--- config.mk ---
export PLATFORM = sky130hd
export DESIGN_NAME = serial_subtractor_flat
export DESIGN_NICKNAME = d
export VERILOG_FILES = /design/src/rtl/serial_subtractor_if.sv /design/src/rtl/serial_subtractor.sv /design/src/flat_wrapper.sv
export SDC_FILE = /design/constraint.sdc
export NUM_CORES = 1
export LEC_CHECK = 0
export ABC_AREA = 1
export BUFFER_PORTS_ARGS = -buffer_cell sky130_fd_sc_hd__buf_2
export CORE_MARGIN = 10
export CORE_UTILIZATION = 55
export CTS_BUF_LIST = sky130_fd_sc_hd__clkbuf_4 sky130_fd_sc_hd__clkbuf_8 sky130_fd_sc_hd__clkbuf_16
export DETAILED_ROUTE_END_ITERATION = 10
export PLACE_DENSITY = 0.81
export SYNTH_ARGS = -nofsm -noshare
export SYNTH_HDL_FRONTEND = slang
export SYNTH_SLANG_ARGS = --single-unit
--- constraint.sdc ---
create_clock -name clk -period 1.8 [get_ports clk]
set_clock_uncertainty 0.15 [all_clocks]
set_input_delay 0.09 -clock clk [delete_from_list [all_inputs] [get_ports clk]]
set_output_delay 0.09 -clock clk [all_outputs]
set_load 0.02 [all_outputs]
--- src/rtl/serial_subtractor_if.sv ---
// Start/done handshake bundle for the bit-serial subtractor.
// The master issues operands and start; the slave returns status and result.
interface serial_subtractor_if #(
    parameter int WIDTH = 8
);
    logic             start;
    logic [WIDTH-1:0] a;
    logic [WIDTH-1:0] b;
    logic             bin;
    logic             busy;
    logic             done;
    logic [WIDTH-1:0] diff;
    logic             bout;
    logic             ovf;

    modport master (
        output start, a, b, bin,
        input  busy, done, diff, bout, ovf
    );

    modport slave (
        input  start, a, b, bin,
        output busy, done, diff, bout, ovf
    );
endinterface

--- src/rtl/serial_subtractor.sv ---
// Bit-serial subtractor: diff = a - b - bin (mod 2^WIDTH), LSB first,
// one bit per clock through a 1-bit full-subtractor cell and a borrow flop.
// Only one operation is in flight; start is ignored while busy.
// WIDTH must be at least 2.
module serial_subtractor #(
    parameter int WIDTH = 8
) (
    input  logic               clk,
    input  logic               rst_n,
    serial_subtractor_if.slave bus
);

    localparam int CNT_W = $clog2(WIDTH + 1);

    typedef enum logic [1:0] {
        IDLE  = 2'd0,
        SHIFT = 2'd1,
        DONE  = 2'd2
    } state_t;

    state_t             state_q, state_d;
    logic [WIDTH-1:0]   a_q, a_d;
    logic [WIDTH-1:0]   b_q, b_d;
    logic [WIDTH-1:0]   res_q, res_d;
    logic               br_q, br_d;
    logic [CNT_W-1:0]   cnt_q, cnt_d;
    logic [WIDTH-1:0]   diff_q, diff_d;
    logic               bout_q, bout_d;
    logic               ovf_q, ovf_d;
    // Operand sign bits are kept aside because the shift registers lose them.
    logic               a_msb_q, a_msb_d;
    logic               b_msb_q, b_msb_d;

    logic               d_bit;
    logic               br_next;
    logic               last_bit;

    // Full-subtractor cell acting on the current operand LSBs and borrow.
    always_comb begin
        d_bit   = a_q[0] ^ b_q[0] ^ br_q;
        br_next = (~a_q[0] & b_q[0]) | (~(a_q[0] ^ b_q[0]) & br_q);
    end

    assign last_bit = (cnt_q == CNT_W'(WIDTH - 1));

    // Next-state and datapath update; every register holds by default.
    always_comb begin
        state_d = state_q;
        a_d     = a_q;
        b_d     = b_q;
        res_d   = res_q;
        br_d    = br_q;
        cnt_d   = cnt_q;
        diff_d  = diff_q;
        bout_d  = bout_q;
        ovf_d   = ovf_q;
        a_msb_d = a_msb_q;
        b_msb_d = b_msb_q;

        case (state_q)
            IDLE: begin
                if (bus.start) begin
                    a_d     = bus.a;
                    b_d     = bus.b;
                    br_d    = bus.bin;
                    a_msb_d = bus.a[WIDTH-1];
                    b_msb_d = bus.b[WIDTH-1];
                    cnt_d   = '0;
                    state_d = SHIFT;
                end
            end
            SHIFT: begin
                a_d   = {1'b0, a_q[WIDTH-1:1]};
                b_d   = {1'b0, b_q[WIDTH-1:1]};
                res_d = {d_bit, res_q[WIDTH-1:1]};
                br_d  = br_next;
                cnt_d = cnt_q + CNT_W'(1);
                if (last_bit) begin
                    // Publish the result only once it is complete.
                    diff_d  = {d_bit, res_q[WIDTH-1:1]};
                    bout_d  = br_next;
                    ovf_d   = (a_msb_q != b_msb_q) && (d_bit != a_msb_q);
                    state_d = DONE;
                end
            end
            DONE: begin
                state_d = IDLE;
            end
            default: begin
                state_d = IDLE;
            end
        endcase
    end

    // State and datapath registers; reset discards any operation in flight.
    always_ff @(posedge clk or negedge rst_n) begin
        if (!rst_n) begin
            state_q <= IDLE;
            a_q     <= '0;
            b_q     <= '0;
            res_q   <= '0;
            br_q    <= 1'b0;
            cnt_q   <= '0;
            diff_q  <= '0;
            bout_q  <= 1'b0;
            ovf_q   <= 1'b0;
            a_msb_q <= 1'b0;
            b_msb_q <= 1'b0;
        end else begin
            state_q <= state_d;
            a_q     <= a_d;
            b_q     <= b_d;
            res_q   <= res_d;
            br_q    <= br_d;
            cnt_q   <= cnt_d;
            diff_q  <= diff_d;
            bout_q  <= bout_d;
            ovf_q   <= ovf_d;
            a_msb_q <= a_msb_d;
            b_msb_q <= b_msb_d;
        end
    end

    assign bus.busy = (state_q != IDLE);
    assign bus.done = (state_q == DONE);
    assign bus.diff = diff_q;
    assign bus.bout = bout_q;
    assign bus.ovf  = ovf_q;

endmodule

--- src/flat_wrapper.sv ---
// flat-port wrapper written by rule: the top's interface ports become plain ports
module serial_subtractor_flat 
#(
    parameter int WIDTH = 8
)
  (clk, rst_n, bus_start, bus_a, bus_b, bus_bin, bus_busy, bus_done, bus_diff, bus_bout, bus_ovf);
  serial_subtractor_if #(.WIDTH(WIDTH)) bus_i ();
  input  logic clk;
  input  logic rst_n;
  input wire logic [$bits(bus_i.start)-1:0] bus_start;
  input wire logic [$bits(bus_i.a)-1:0] bus_a;
  input wire logic [$bits(bus_i.b)-1:0] bus_b;
  input wire logic [$bits(bus_i.bin)-1:0] bus_bin;
  output wire logic [$bits(bus_i.busy)-1:0] bus_busy;
  output wire logic [$bits(bus_i.done)-1:0] bus_done;
  output wire logic [$bits(bus_i.diff)-1:0] bus_diff;
  output wire logic [$bits(bus_i.bout)-1:0] bus_bout;
  output wire logic [$bits(bus_i.ovf)-1:0] bus_ovf;
  assign bus_i.start = bus_start;
  assign bus_i.a = bus_a;
  assign bus_i.b = bus_b;
  assign bus_i.bin = bus_bin;
  assign bus_busy = bus_i.busy;
  assign bus_done = bus_i.done;
  assign bus_diff = bus_i.diff;
  assign bus_bout = bus_i.bout;
  assign bus_ovf = bus_i.ovf;
  serial_subtractor #(.WIDTH(WIDTH)) u_core (.clk(clk), .rst_n(rst_n), .bus(bus_i));
endmodule
## After elaboration in Yosys (flattened, before gate mapping)

Index checks and enable logic that the tools add are counted.

| storage, ports and cells | value |
|---|---|
| bits in writable memories | 0 |
| memories | 0 |
| latch bits | 0 |
| input port bits | 20 |
| memory bits (read-only) | 0 |
| output and inout port bits | 12 |
| register bits after elaboration | 43 |

| cells by class | value |
|---|---|
| shift operators | 0 |
| order comparisons | 0 |
| add/subtract/negate cells | 1 |
| multiplexer cells | 11 |
| equality and inequality tests | 7 |
| bitwise operators | 7 |
| reduce and logical (&&, ||, !) cells | 8 |
| divide/modulo/power cells | 0 |
| multiply operators | 0 |

Operators with widths:

| cell | count |
|---|---|
| 8-bit one-hot mux with 2 select lines | 2 |
| 8-bit two-way mux | 2 |
| 4-bit one-hot mux with 2 select lines | 1 |
| 2-bit AND reduction | 4 |
| 4-bit by 1-bit adder with 4-bit output (second input constant) | 1 |
| 4-bit by 3-bit == test with 1-bit output (second input constant) | 1 |
| 2-bit two-way mux | 2 |
| 4-bit two-way mux | 1 |
| 2-bit one-hot mux with 2 select lines | 1 |
| 2-bit nonzero test | 2 |
| 1-bit bitwise AND | 2 |
| 2-bit by 1-bit == test with 1-bit output (second input constant) | 1 |
| 2-bit == test (second input constant) | 1 |
| 2-bit logical NOT | 1 |
| 1-bit != test | 2 |
| 2-bit by 1-bit != test with 1-bit output (second input constant) | 1 |
| 2-bit != test (second input constant) | 1 |
| 1-bit inverter | 2 |
| 1-bit one-hot mux with 2 select lines | 1 |
| 1-bit bitwise XOR | 2 |
| 1-bit logical AND | 1 |
| 1-bit two-way mux | 1 |
| 1-bit OR | 1 |

## Logic depth before layout (Yosys ltp)

Gate-level depths: netlist (run 1).

| logic depth | value |
|---|---|
| word-level depth | 5 |
| depth in mapped cells | 7 |
| depth with buffers taken out | 7 |

## Worst setup path after synthesis (run 1)

Ideal clock, no wire load.

| path | value |
|---|---|
| path type | register to register |
| start point | reg u_core.b_q[0] |
| end point | reg u_core.ovf_q, in the netlist u_core.bus.ovf |
| required time | 1.534 ns |
| path buffers | 0 |
| stages on the path, launching flop included | 8 |
| arrival | 1.182 ns |
| setup time | 0.116 ns |
| path slack | 0.352 ns |
| cell sequence | dfrtp_1 > inv_1 > fa_1 > inv_1 > nand3_1 > nand2_1 > nand2_1 > nand2_1 |

| on the way | value |
|---|---|
| word-level cells in the longest chain between the ends | 4 |

RTL lines:

| item | RTL line | source |
|---|---|---|
| start, declared | serial_subtractor.sv:23 | `logic [WIDTH-1:0] b_q, b_d;` |
| start signal, assigned | serial_subtractor.sv:100 | `b_q <= '0;` |
| start signal, assigned | serial_subtractor.sv:112 | `b_q <= b_d;` |
| 1-bit bitwise XOR (2 in a row) | serial_subtractor.sv:40 | `d_bit = a_q[0] ^ b_q[0] ^ br_q;` |
| named net u_core.d_bit | serial_subtractor.sv:34 | `logic d_bit;` |
| 1-bit != test | serial_subtractor.sv:82 | `ovf_d = (a_msb_q != b_msb_q) && (d_bit != a_msb_q);` |
| 1-bit logical AND | serial_subtractor.sv:82 |  |
| end signal, assigned | serial_subtractor.sv:118 | `ovf_q <= ovf_d;` |
| end, declared | serial_subtractor.sv:29 | `logic ovf_q, ovf_d;` |

The timed path passes the listed nets, and every way through them passes these cells.
A chain may end at the register's enable or synchronous reset.

## Worst setup path in the final report (run 1)

| path | value |
|---|---|
| start point | reg u_core.state_q[0] |
| end point | reg u_core.b_q[1] |

| on the way | value |
|---|---|
| word-level cells in the longest chain between the ends | 3 |
| elaborated cells between the ends (all ways) | 6 |
| those cells by class | eq/ne: 2; mux: 1; reduce/logical: 3 |

RTL lines:

| item | RTL line | source |
|---|---|---|
| start, declared | serial_subtractor.sv:21 | `state_t state_q, state_d;` |
| start signal, assigned | serial_subtractor.sv:110 | `state_q <= state_d;` |
| 2-bit by 1-bit == test with 1-bit output / 2-bit logical NOT (equally long branches) | serial_subtractor.sv:60 | `case (state_q)` |
| 2-bit nonzero test (no line) / 2-bit != test (equally long branches) | n/a |  |
| 2-bit AND reduction (no line) | n/a |  |

Several ways; a longest one is shown, not always the timed one.

==> results of run 1 <==
state kept, by name, summed over array words and instances (netlist names):
signal,cells
u_core.a_q,8
u_core.b_msb_q,1
u_core.br_q,1
u_core.state_q,2
u_core.bus.bout,1
u_core.bus.diff,8
u_core.b_q,8
u_core.a_msb_q,1
u_core.res_q,7
u_core.bus.ovf,1
u_core.cnt_q,4
cell usage in the layout (no fill, tap or decap), drive strengths merged:
cell,n
nand2,130
dfrtp,42
buf,34
nand3,21
dlygate4sd3,19
inv,15
o21ai,13
clkbuf,7
nor2,5
nand4,1
fa,1
ha,1
per-layer routing:
metal | track usage, % | wire length [um] | vias to the layer above
met1 | 18.4 | 1840 | 739
met2 | 21.0 | 1820 | 43
met3 | 4.05 | 273 | 5
li1 | - | - | 841
met4 | 6.09 | 40 | 0
met5 | 0 | 0 | -
timing repair:
| action | in CTS | in global routing |
|---|---|---|
| hold endpoints to repair | 62 | 0 |
| buffers inserted | 0 | 0 |
| hold buffers | 19 | 0 |
per-stage QoR:
stage | worst slack [ps] | cell area (sq um) | std cells
floorplan | 352 | 1930 | 239
global placement | 271 | 2080 | 309
detailed placement | 240 | 2080 | 309
CTS | 212 | 2330 | 335
global route | 55.3 | 2330 | 335
finish | 198 | 2330 | 335
cell families after synthesis:
kind of cell | Yosys count | share of synthesized area (%)
flip-flops | 42 | 54.5
AND/OR/NAND/NOR | 157 | 32.7
adder cells (fa/ha/maj) | 2 | 1.69
buffers and inverters | 25 | 7.14
AO/OA/AOI/OAI | 13 | 3.96
worst reg2reg max path, delay by kind of cell (launching register included):
kind            cells  cell delay (ps)
flops               1              430
compound gates      1              490
simple gates        2              180
buf+inv             1              240
path summary, 6_finish.rpt:
check | cells after the start | endpoint | slack, ps | startpoint
worst max-delay path | 4 | u_core.b_q[1] | 200 | u_core.state_q[0]
worst min-delay path | 3 | u_core.cnt_q[0] | 170 | rst_n
worst max register to register | 4 | u_core.b_q[1] | 200 | u_core.state_q[0]
worst min register to register | 2 | u_core.bus.diff[5] | 330 | u_core.res_q[6]
max in group asynchronous | 3 | u_core.bus.bout | 970 | rst_n
min in group clk | 2 | u_core.bus.diff[5] | 330 | u_core.res_q[6]
power by group through the flow:
| stage | logic, mW | clock network, mW | registers, mW |
|---|---|---|---|
| final | 1.62 | 0.458 | 1.62 |
| after global routing | 1.90 | 0.502 | 1.68 |
| after CTS | 1.64 | 0.469 | 1.62 |
| after detailed placement | 1.60 | 0 | 1.64 |
| after global placement | 1.56 | 0 | 1.63 |
| after floorplan | 1.15 | 0 | 1.73 |
area by class of cell:
type                            instances  share of cell area (%)
Sequential cell                        42                    45.2
Multi-Input combinational cell        172                    31.8
Timing Repair Buffer                   53                    15.8
Inverter                               15                    2.53
Tap cell                               46                    2.47
Clock buffer                            7                    2.26
==> qor.csv, run 1 <==
metric,value,unit
Netlist cell types,19,
synthesized net count,261,
PwrDens,1590,nW/um^2
hold_ws,165,ps
overall power,3.70,mW
Slowest Stage Delay on Critical Path,490,ps
Synth Flop Type,dfrtp_1,
CTS root buffer,clkbuf_4,
unrepaired setup endpoints after global routing,false,
DIE AREA,6270,sq um
CP max-delay cell,o21ai_4,
Sequential Area,1050,sq um
chip width,79.2,um
minimum clock period,1600,ps
most frequent CP cell,nand2_1,
number of max-cap violations,0,
kind of critical path,reg2reg,
Post-synth EDFFs,0,
Hold Path Class,in2async,
top cell type's share of synthesized area,54.5,%
Area contributors post-synth,"dfrtp_1 55%, nand2_1 25%, nand3_1 5.5%, o21ai_0 2.9%, inv_1 2.3%",
WP data arrival,1700,ps
Layout Nets,311,
gpl congestion,0.801,
Crit path max-delay family,compound AO/OA/AOI/OAI gates,
"Critical Path, Cell by Cell","o21ai_4, inv_2, nand2_1, nand2_1",
Final TNS setup,0,ps
dominant cell type by area after synthesis,dfrtp_1,
Fillers,300,
via count,1628,
initial drt markers,149,
GRT Util Overall,14.0,%
CTS Buf Count,5,
P_int,2.12,mW
IO Port Bufs,31,
Startpoint Class,flop,
Starting Density,57.3,%
sw power,1.58,mW
ys async rst share,100,%
drt first pass iters,4,
Worst setup EP type,flop,
Max transition margin,62.5,%
Synthesis Warnings,0,
antenna cells,0,
Lkg Pwr,1.30,nW
post-route antenna net violation count,0,
Switching Fraction,42.6,%
H-Tree Depth,2,
clock tree buffer depth,2,
outcome,"complete, no violations",
remaining global-route overflow,0,
core area,3360,sq um
Mapped Cells,239,
Combinational Power Share,43.7,%
Post-Syn Area,1930,sq um
IO Pins,32,
"CTS clk-pin slew, worst paths",120,ps
Die Y,79.2,um
syn avg cell area,8.07,sq um
"Max FO, Critical Path",22,
Post-synth top cells,"128 x nand2_1, 42 x dfrtp_1, 21 x nand3_1",
first-pass GRT wire length,7220,um
clock sink count,42,
#FFs+latches synth,42,
area grow syn2layout,20.7,%
Post-CTS Resized,0,
sequential power share,43.9,%
# setup viols final,0,
Final Core Density,69.2,%
top-count cell post-synth,nand2_1,
Fmax,624,MHz
final worst path period share,89.0,%
Final Max Tran Viols,0,
Final Hold Viols,0,
wire per inst,11.9,um
slew at the pin with the worst max-slew slack,560,ps
worst skew pair latency,350,ps
DR vias/cell,4.86,
final WL,3970,um
dpl hpwl,2710,um
"Seq/Total Area, Yosys",54.5,%
Remaining DRCs,0,
clock share of power,12.4,%
layout cells sized above 1,16.6,%
multi-input logic area,739,sq um
CTS tree,done,
number of global-route vias before repair,1619,
CP bufs+invs,1,
initial antenna violation count,0,
largest net degree at the start of global routing,43,
Worst Path Required,1900,ps
worst vdd ir,0.756,mV
num rows,21,
Note: power is estimated with default switching activity, not from simulation.
==> run 2, diff against run 1 <==
Settings changed: BUFFER_PORTS_ARGS -buffer_cell sky130_fd_sc_hd__buf_2 to unset, CORE_UTILIZATION 55 to 61, DONT_BUFFER_PORTS set to 1, PLACE_DENSITY 0.81 to 0.76.
==> run 2 against run 1 <==
Sequential cell count unchanged. Non-clock buffer count fell by 29. First-iteration DRC count increased by 30%. Highest routed layer unchanged. Critical path type is now reg2out. Core utilization is 3.7 points higher. Global-route usage up 0.81 points. Clock power increased by 7.2%. Design area fell by 5.1%. Fmax decreased by 4.7%. Critical path depth shrank 2. Via count down 7.0%. Sequential power up 12%.
==> qor.csv, run 2 (synthesis gave the netlist of run 1 again) <==
metric,value,unit,change
worst skew pair latency,340,ps,was 350 ps
multi-input logic area,739,sq um,unchanged
"Critical Path, Cell by Cell","buf_4, nor2_1",,"was o21ai_4, inv_2, nand2_1, nand2_1"
num rows,20,,was 21
final worst path period share,93.3,%,was 89.0%
reg2reg end,u_core.br_q,,was u_core.b_q[1]
Worst Path Required,1560,ps,was 1900 ps
Hold Path Class,in2async,,unchanged
reg2reg path depth,4,,unchanged
placed cell area,1930,sq um,was 2080 sq um
"most common cell after layout, fill and taps aside",nand2_1,,unchanged
slew at the pin with the worst max-slew slack,474,ps,was 560 ps
clock sink count,42,,unchanged
wire per inst,13.3,um,was 11.9 um
area grow syn2layout,14.5,%,was 20.7%
final WL,4070,um,was 3970 um
CP max-delay cell,dfrtp_1,,was o21ai_4
number of global-route vias before repair,1490,,"was 1,619"
minimum clock period,1680,ps,was 1600 ps
first-pass GRT wire length,7200,um,was 7220 um
# setup viols final,0,,unchanged
PwrDens,1660,nW/um^2,was 1590 nW/um^2
Layout Nets,282,,was 311
unrepaired setup endpoints after global routing,false,,unchanged
CTS Buf Count,5,,unchanged
Remaining DRCs,0,,unchanged
Final TNS setup,0,ps,unchanged
clock tree buffer depth,2,,unchanged
DIE AREA,5810,sq um,was 6270 sq um
chip width,76.2,um,was 79.2 um
outcome,"complete, no violations",,unchanged
Startpoint Class,flop,,unchanged
worst vdd ir,1.11,mV,was 0.756 mV
kind of critical path,reg2out,,was reg2reg
hold_ws,35.0,ps,was 165 ps
CTS tree,done,,unchanged
GRT Util Overall,14.8,%,was 14.0%
final design area excluding fillers,2210,sq um,was 2330 sq um
H-Tree Depth,2,,unchanged
core area,3030,sq um,was 3360 sq um
Worst setup EP type,primary output,,was flop
remaining global-route overflow,0,,unchanged
gpl congestion,0.754,,was 0.801
"Max FO, Critical Path",14,,was 22
DR vias/cell,4.96,,was 4.86
Lkg Pwr,1.19,nW,was 1.30 nW
Fillers,223,,was 300
CP bufs+invs,1,,unchanged
initial antenna violation count,0,,unchanged
layout cells sized above 1,7.66,%,was 16.6%
Crit path max-delay family,flip-flops,,was compound AO/OA/AOI/OAI gates
Slowest Stage Delay on Critical Path,500,ps,was 490 ps
reg2reg setup slack,170,ps,was 200 ps
IO Pins,32,,unchanged
via count,1514,,"was 1,628"
CTS root buffer,clkbuf_4,,unchanged
overall power,3.67,mW,was 3.70 mW
dpl hpwl,2650,um,was 2710 um
Final Hold Viols,0,,unchanged
Sequential Area,1050,sq um,unchanged
Final Max Tran Viols,0,,unchanged
Die Y,76.2,um,was 79.2 um
Starting Density,63.7,%,was 57.3%
antenna cells,0,,unchanged
Max transition margin,68.3,%,was 62.5%
FF-to-FF Start,u_core.state_q[0],,unchanged
most frequent cells in the layout,"128 x nand2_1, 42 x dfrtp_1, 21 x nand3_1",,"was 128 x nand2_1, 42 x dfrtp_1, 31 x buf_2"
IO Port Bufs,0,,was 31
largest net degree at the start of global routing,43,,unchanged
Fmax,595,MHz,was 624 MHz
Post-CTS Resized,0,,unchanged
number of max-cap violations,0,,unchanged
post-route antenna net violation count,0,,unchanged
initial drt markers,194,,was 149
WP data arrival,1440,ps,was 1700 ps
drt first pass iters,4,,unchanged
"CTS clk-pin slew, worst paths",120,ps,about the same
[run 2: cell count changes in the layout (fill, tap and decap cells not counted)]
cell / before / now
clkinv_2: 0 / 1
clkbuf_4: 7 / 6
clkbuf_8: 0 / 1
buf_12: 0 / 1
buf_4: 3 / 4
buf_2: 31 / 0
[run 2: repair_timing]
item,in CTS,in global routing
endpoints found under the hold margin,62,0
hold buffers,20,0
buffers inserted,0,0
[run 2: how the worst max path moves through the flow]
stage                      startpoint             end  slack (ps)  cells past startpoint
floorplan               u_core.b_q[0]  u_core.bus.ovf         350                      7
global placement        u_core.b_q[0]  u_core.bus.ovf         260                      7
detailed placement      u_core.b_q[0]  u_core.bus.ovf         260                      7
CTS                 u_core.state_q[0]        bus_done         110                      2
global route        u_core.state_q[0]     u_core.br_q          40                      4
finish              u_core.state_q[0]        bus_done         120                      2
[run 2: layer usage]
| metal | track usage [%] | share of wire, % | up-vias |
|---|---|---|---|
| li1 | - | - | 776 |
| met1 | 20.2 | 47 | 693 |
| met2 | 22.2 | 47 | 38 |
| met3 | 3.18 | 4.8 | 7 |
| met4 | 6.32 | 1.9 | 0 |
| met5 | 0 | 0 | - |
[run 2: power breakdown]
| group | total, mW | switching [mW] | internal, mW |
|---|---|---|---|
| clock network | 0.491 | 0.286 | 0.205 |
| registers | 1.81 | 0.440 | 1.37 |
| logic | 1.36 | 0.857 | 0.507 |
| total | 3.67 | 1.58 | 2.08 |
[run 2: final cells by class]
class	count	share of cell area, %
Multi-Input combinational cell	172	33.5
Sequential cell	42	47.6
Timing Repair Buffer	24	10.9
Clock buffer	7	2.66
Inverter	15	2.66
Clock inverter	1	0.227
Tap cell	44	2.49
[run 2: stage by stage]
stage	std cells	utilization (%)	setup WS [ps]
after global placement	277	63.9	257
final	305	72.9	120
after CTS	305	72.9	113
after detailed placement	277	63.9	264
after floorplan	239	-	352
after global routing	305	72.9	40.7
[run 2: worst reg2reg max path, stage by stage (launching register included)]
cell	delay, ps
dfrtp_1	500
nor2_1	200
nand3_1	80
dlygate4sd3_1	560
nand3_1	80
